`src/rtl/rv32_wb_retire.sv`:
```
// rv32_wb_retire: RV32 writeback/retire stage with register file, forwarding, run-state FSM and perf counters
module rv32_wb_retire #(
  parameter logic [31:0] NOP_CODE = 32'h0000_0013,
  parameter int          CNT_W    = 64
) (
  input  logic             clk,
  input  logic             rst_n,
  input  logic [31:0]      alu_res_in,
  input  logic [31:0]      bshift_in,
  input  logic [31:0]      pc_ret_in,
  input  logic [31:0]      data_res_in,
  input  logic [2:0]       rf_in,
  input  logic             pc_hlt_in,
  input  logic [31:0]      code_in,
  input  logic [4:0]       rs1_addr,
  input  logic [4:0]       rs2_addr,
  output logic [31:0]      rs1_data,
  output logic [31:0]      rs2_data,
  output logic             wb_en,
  output logic [4:0]       wb_rd,
  output logic [31:0]      wb_data,
  output logic [CNT_W-1:0] cycle_cnt,
  output logic [CNT_W-1:0] instret_cnt,
  output logic             halted,
  output logic [1:0]       run_state
);
  typedef enum logic [1:0] {WAIT = 2'd0, RUN = 2'd1, HALTED = 2'd2} state_t;
  state_t           state_q, state_d;
  logic [31:0]      regs_q [32];
  logic [31:0]      regs_d [32];
  logic [CNT_W-1:0] cycle_q, cycle_d, instret_q, instret_d;
  logic             active;
  always_comb begin
    wb_rd     = code_in[11:7];
    wb_data   = rf_in[2] ? (rf_in[1] ? data_res_in : pc_ret_in) : (rf_in[1] ? bshift_in : alu_res_in);
    active    = (state_q != HALTED) && !pc_hlt_in;
    wb_en     = active && rf_in[0] && (wb_rd != 5'd0);
    rs1_data  = (rs1_addr == 5'd0) ? 32'd0 : (wb_en && rs1_addr == wb_rd) ? wb_data : regs_q[rs1_addr];
    rs2_data  = (rs2_addr == 5'd0) ? 32'd0 : (wb_en && rs2_addr == wb_rd) ? wb_data : regs_q[rs2_addr];
    // WAIT ignores the halt=1 the MEM/WB register holds coming out of reset
    state_d   = (state_q == WAIT) ? (pc_hlt_in ? WAIT : RUN) :
                (state_q == RUN)  ? (pc_hlt_in ? HALTED : RUN) : HALTED;
    regs_d    = regs_q;
    if (wb_en) regs_d[wb_rd] = wb_data;
    cycle_d   = cycle_q + CNT_W'(state_q == RUN);
    instret_d = instret_q + CNT_W'(active && code_in != NOP_CODE);
  end
  always_ff @(posedge clk) begin
    if (!rst_n) begin
      state_q   <= WAIT;
      cycle_q   <= '0;
      instret_q <= '0;
      for (int i = 0; i < 32; i++) regs_q[i] <= '0;
    end else begin
      state_q   <= state_d;
      cycle_q   <= cycle_d;
      instret_q <= instret_d;
      regs_q    <= regs_d;
    end
  end
  assign cycle_cnt   = cycle_q;
  assign instret_cnt = instret_q;
  assign halted      = (state_q == HALTED);
  assign run_state   = state_q;
endmodule

```
`config.mk`:
```
export PLATFORM = sky130hd
export DESIGN_NAME = rv32_wb_retire
export DESIGN_NICKNAME = d
export VERILOG_FILES = /design/src/rtl/rv32_wb_retire.sv
export SDC_FILE = /design/constraint.sdc
export NUM_CORES = 2
export LEC_CHECK = 0
export CELL_PAD_IN_SITES_DETAIL_PLACEMENT = 1
export CELL_PAD_IN_SITES_GLOBAL_PLACEMENT = 1
export CORE_AREA = 8 8 566 290
export DETAILED_ROUTE_END_ITERATION = 8
export DIE_AREA = 0 0 574 298
export PLACE_DENSITY_LB_ADDON = 0.15
export SLEW_MARGIN = 15
export SYNTH_ARGS = -nofsm -noshare
export SYNTH_HDL_FRONTEND = slang
export SYNTH_SLANG_ARGS = --single-unit
export TNS_END_PERCENT = 1
```
`constraint.sdc`:
```
create_clock -name clk -period 6.2 [get_ports clk]
set_input_delay 1.24 -clock clk [delete_from_list [all_inputs] [get_ports clk]]
set_output_delay 1.24 -clock clk [all_outputs]
set_load 0.01 [all_outputs]
```
* Word-level counts from Yosys, hierarchy flattened
Index checks and enable logic that the tools add are counted.
** Word-level totals
- Logic and storage cells :: 82
- Bits of input ports :: 176
- Memories :: 0
- Bits in latches :: 0
- Bits in writable memories :: 0
- Register bits :: 1154
- Output and inout bits :: 233
- Memory bits (read-only) :: 0
** Operators by class
- Add/sub/neg operators :: 2
- $mul :: 0
- Muxes and demuxes :: 20
- Shift-type cells :: 0
- Equality and inequality tests :: 6
- Div/mod/pow operators :: 0
- Bitwise logic cells :: 3
- Order comparisons :: 4
- Reduce and logical (&&, ||, !) cells :: 12
** Operators with widths (count)
- $bwmux W1024 :: 1
- $mux W32 :: 12
- $bmux W32 S5 :: 2
- $demux W32 S5 :: 1
- $add A64 B1 Y64 :: 2
- $ne A32 B5 Y1 const B :: 1
- $ge A6 B6 Y1 const B :: 3
- $not A5 Y6 :: 3
- $eq A5 B5 Y1 :: 2
- $logic_not A5 Y1 :: 2
- $logic_and A1 B1 Y1 :: 7
- $lt A6 B1 Y1 const B :: 1
- $mux W2 :: 3
- $reduce_bool A5 Y1 :: 1
- $eq A2 B1 Y1 const B :: 1
- $eq A2 B2 Y1 const B :: 1
- $logic_not A2 Y1 :: 1
- $ne A2 B2 Y1 const B :: 1
- $logic_not A1 Y1 :: 1
- $mux W1 :: 1

* Depth between registers and ports, before layout
- Depth after elaboration :: 7
- Depth in mapped cells :: 15
- Gate-level depth less buffers :: 14

* Worst setup path after synthesis
OpenSTA, ideal clock, no wires.
- Kind :: input-to-output
- Start :: in rs1_addr[0]
- End :: out rs1_data[30]
- Arrival time :: 3.177 ns
- Stages :: 6
- Path slack :: 1.783 ns
- Cell sequence :: buf_4 buf_1 mux4_2 mux4_2 o22ai_1 nor2_1
** Between the ends
- Longest elaborated chain between the ends :: 6
** Ends and longest elaborated chain
- start: declaration :: line 15 : input logic [4:0] rs1_addr,
- $not A5 Y6 (not written as such) :: line 38 : rs1_data = (rs1_addr == 5'd0) ? 32'd0 : (wb_en && rs1_addr == wb_rd) ? wb_data : regs_q[rs1_addr];
- $bmux W32 S5 :: line 38
- $mux W32 (not written as such) (2 in a row) :: line 38
- $mux W32 :: line 38
- $mux W32 (*) :: line 38
- end: declaration :: line 17 : output logic [31:0] rs1_data,
Every way passes the cells marked *; elsewhere a longest branch is shown, timed or not. The select of a mux whose other input is x is not followed.

* Final worst setup path
- Start :: in rs1_addr[0]
- End :: out rs1_data[27]
The elaborated chain is that of the path after synthesis.

==> summary.log <==
[route] top metal layer carrying routed signals met5
[critical_path] Crit path largest cell delay 730 ps
[global_route] GRT overflow 0
[clocking] clock tree from TritonCTS built
[logic_synthesis] number of flops mapped to enable cells by yosys 0
[critical_path] crit-path max FO 39
[hold_path] capture endpoint of the worst hold path regs_q[401]$_SDFFE_PN0P_
[power] power per unit of standard cell area 236 nW/µm²
[clocking] worst skew pair latency 740 ps
[global_route] pin count of the biggest net entering global routing 201
[power] total power after layout 17.1 mW
[floorplan] Total Die Area 171000 µm²
[clocking] clock tree buffer depth 3
[logic_synthesis] number of distinct library cells after synthesis 55
[final_layout] share of cells above drive strength 1 14.9%
[critical_path] launch instance of the worst register-to-register path run_state[1]$_SDFF_PP0_
[sta] minimum setup slack in the final design 45.1 ps
[final_layout] Non-Filler Cell Area, Final 72600 µm²
[critical_path] crit-path leading delay family buffers and inverters
[logic_synthesis] Mapped Area 62000 µm²
[hold_path] kind of path behind the tightest hold check flip-flop to flip-flop
[placed_design] worst slack at placement -5.87 ps
[global_route] wire length of the first global-routing pass 405000 µm
[floorplan] width of the chip 574 µm
[sta] final clock period utilization by the worst path 99.3%
[critical_path] Worst path most repeated cell sky130_fd_sc_hd__nor3_1
[sta] worst hold-check slack 472 ps
[critical_path] worst reg2reg path endpoint regs_q[942]$_SDFFE_PN0P_
[final_layout] most common cell after layout, fill and taps aside sky130_fd_sc_hd__nand2_1
[route] length of routed wiring on met1 125000 µm
[placed_design] dpl hpwl 180000 µm
[route] amount of wire on met3 after detailed routing 27800 µm
[floorplan] starting density of the core 39.7%
[power] internal power contribution 12.5 mW
[hold_path] launch instance of the worst min-delay path regs_q[401]$_SDFFE_PN0P_
[final_layout] Register Area 23100 µm²
[critical_path] Critical Path Source Type input pin
[route] total DRC errors in the routed layout 0
[clocking] clock-pin slew on the worst setup and hold paths 70 ps
[logic_synthesis] mean instance size in the synthesized netlist 9.20 µm²
[route] met2 wirelength from detailed routing 117000 µm
[floorplan] Top Ports 409
[sta] Setup-failing EPs final 0
[logic_synthesis] fraction of the yosys area taken by sequential cells 37.3%
[logic_synthesis] number of cells produced by synthesis 6736
[power] IR drop worst, VDD 229 µV
[critical_path] slack of the worst reg-to-reg path 2760 ps
[power] fraction of power consumed by the clock network 45.4%
[hold_path] count of cells along the worst hold path 2
[floorplan] area of the core 156000 µm²
[critical_path] worst setup path class input pin to primary output
[power] switching power of the nets 4.62 mW
[critical_path] cells along the critical path buf_8 > buf_12 > mux4_2 > mux2i_1 > o22ai_1 > nor3_1 > nor3_1 > buf_4 > clkdlybuf4s50_1
[sta] Post-Route Setup TNS 0 ps
[clocking] root buffer cell sky130_fd_sc_hd__clkbuf_16
[sta] Least-Margin Pin Slew 1260 ps
[route] mean number of vias per cell 6.24
[sta] headroom to the max-slew limit 15.7%
[run] Max Cap Viol 0
[final_layout] combined area of the multi-input logic cells 36300 µm²
[placed_design] Port Buffers 408
[final_layout] Final nets 7024
[global_route] via count of the first global-routing pass 56.7k
[global_route] GRT Total Usage 31.5%
[power] relative contribution of sequential cells to total power 43.6%
[logic_synthesis] total number of yosys warnings 0
[sta] unrepaired setup endpoints after global routing no
[placed_design] cell count after placement 8828
[critical_path] crit path capture type primary output
[route] detailed-route wire length 281000 µm
[route] number of routed nets with antenna violations 0
[critical_path] critical path arrival 4910 ps
[placed_design] placer's final routability congestion estimate 0.890
[final_layout] final std cells w/o fill 9045
[critical_path] worst endpoint required time 4960 ps
[sta] FMAX 162 MHz
[sta] final number of hold-violating endpoints 0
[clocking] clock sink total 1154
[final_layout] final standard cell utilization of the core 46.5%
[power] portion of total power attributed to combinational logic 11.1%
[power] Sw Share 27.0%
[route] Starting DRT DRC Count 6559
[final_layout] most frequent cells in the layout sky130_fd_sc_hd__nand2_1 (2061), sky130_fd_sc_hd__dfxtp_1 (1154), sky130_fd_sc_hd__a21boi_0 (897), sky130_fd_sc_hd__mux4_2 (507), sky130_fd_sc_hd__clkdlybuf4s50_1 (397)
[critical_path] number of buffer and inverter stages on the critical path 4
[logic_synthesis] share of flip-flops with an asynchronous set or reset 0%
[placed_design] post-detailed-placement cell area 68500 µm²
[route] via total after detailed routing 56.4k
[sta] count of final max-slew check failures 0
[final_layout] number of fill cells 17.4k
[floorplan] number of cell rows 103
[power] Static Leak 23.6 nW
[logic_synthesis] main flop type after synthesis sky130_fd_sc_hd__dfxtp_1
[clocking] number of buffers created by CTS 114
[clocking] count of H-tree levels built during CTS 3
[logic_synthesis] net count of the mapped netlist 6916
[route] wire per inst 31.0 µm
[clocking] hold buffers post-CTS 0
[outcome] status finished clean
[critical_path] logic depth of the worst register-to-register path 7
[floorplan] die span in y 298 µm
[route] First-pass DRT Iterations 6
[sta] final clock skew 18.9 ps
[logic_synthesis] flops & latches, synth 1154
[global_route] antenna violations before repair 9
[final_layout] synthesis-to-layout area growth 17.1%
[critical_path] Worst path slowest cell sky130_fd_sc_hd__nor3_1
[sta] clock period minus final worst setup slack 6150 ps
==> cells in the mapped netlist, drive strengths merged, types with 21 or more instances <==
master / number / area [µm²]
dfxtp: 1154 / 23100
inv: 24 / 90.1
nand4: 45 / 282
a211oi: 77 / 578
o21ai: 87 / 435
xnor2: 74 / 648
a221oi: 52 / 455
nor2b: 75 / 469
buf: 223 / 1220
nand3: 64 / 320
mux4: 507 / 11400
a21oi: 60 / 300
nand2: 2080 / 7810
a21boi: 1003 / 7530
and3: 23 / 144
o22ai: 38 / 238
nor2: 102 / 383
xor2: 47 / 412
nor4: 28 / 226
clkbuf: 434 / 1630
a22oi: 21 / 158
and2: 149 / 932
nor3: 40 / 200
mux2i: 192 / 1920
==> registers in the layout (all words and copies together), names as in the netlist <==
name	count
instret_cnt	64
cycle_cnt	64
run_state	2
regs_q	1024
==> worst register-to-register path: stages (launching register included) <==
cell                       delay [ps]
sky130_fd_sc_hd__dfxtp_1          350
sky130_fd_sc_hd__nor2b_1          280
sky130_fd_sc_hd__or4_1            620
sky130_fd_sc_hd__nor4_1           700
sky130_fd_sc_hd__nand2_2          620
sky130_fd_sc_hd__buf_4            480
sky130_fd_sc_hd__nand2_1          190
sky130_fd_sc_hd__a21boi_0          90
==> layout make-up <==
type	count	share of cell area, %
diodes	4	0.0138
clock buffers	163	4.61
clock inverters	50	0.957
repair buffers	649	8.85
inverters	24	0.124
well taps	2100	3.62
multi-input cells	4901	50.0
flip-flops and latches	1154	31.8
==> worst max path at each step <==
stage / from / endpoint / slack (ps) / cells after the start
floorplan: rs1_addr[0] / rs1_data[30] / 1780 / 6
global placement: code_in[10] / rs1_data[25] / 90 / 11
detailed placement: code_in[10] / rs1_data[25] / -6 / 11
CTS: rs1_addr[0] / rs1_data[27] / 120 / 9
global route: code_in[10] / rs1_data[25] / 80 / 12
finish: rs1_addr[0] / rs1_data[27] / 50 / 9
==> power by group through the flow <==
stage / Combinational [mW] / Sequential [mW] / Clock [mW]
after floorplan: 0.987 / 7.63 / 0
after global placement: 1.85 / 7.63 / 0
after detailed placement: 1.87 / 7.64 / 0
after CTS: 1.87 / 7.47 / 7.85
after global routing: 1.95 / 7.47 / 8.17
final: 1.90 / 7.47 / 7.77
==> what timing repair did <==
| action | 4_1_cts | 5_1_grt |
|---|---|---|
| gates resized for setup | 1 | 1 |
| endpoints found under the setup margin | 1 | 1 |
| buffers inserted | 0 | 0 |
==> kinds of logic (layout without fill, tap and decap cells) <==
logic type / count (synthesis) / after routing / synth area share (%)
adders and majority gates: 4 / 4 / 0.0807
and+or+nand+nor: 2675 / 2675 / 18.2
xor gates and xnor gates: 121 / 121 / 1.71
other: 0 / 4 / 0
muxes: 701 / 701 / 21.6
AOI/OAI and AO/OA: 1400 / 1400 / 16.5
DFF: 1154 / 1154 / 37.3
buffers and inverters: 681 / 886 / 4.74
==> layer usage <==
| layer | GRT usage [%] | vias up |
|---|---|---|
| met1 | 45.6 | 29300 |
| met4 | 10.8 | 4 |
| met5 | 0 | - |
| met3 | 7.32 | 544 |
| met2 | 45.9 | 2789 |
| li1 | - | 23800 |
Note: power is estimated with default switching activity, not from simulation.
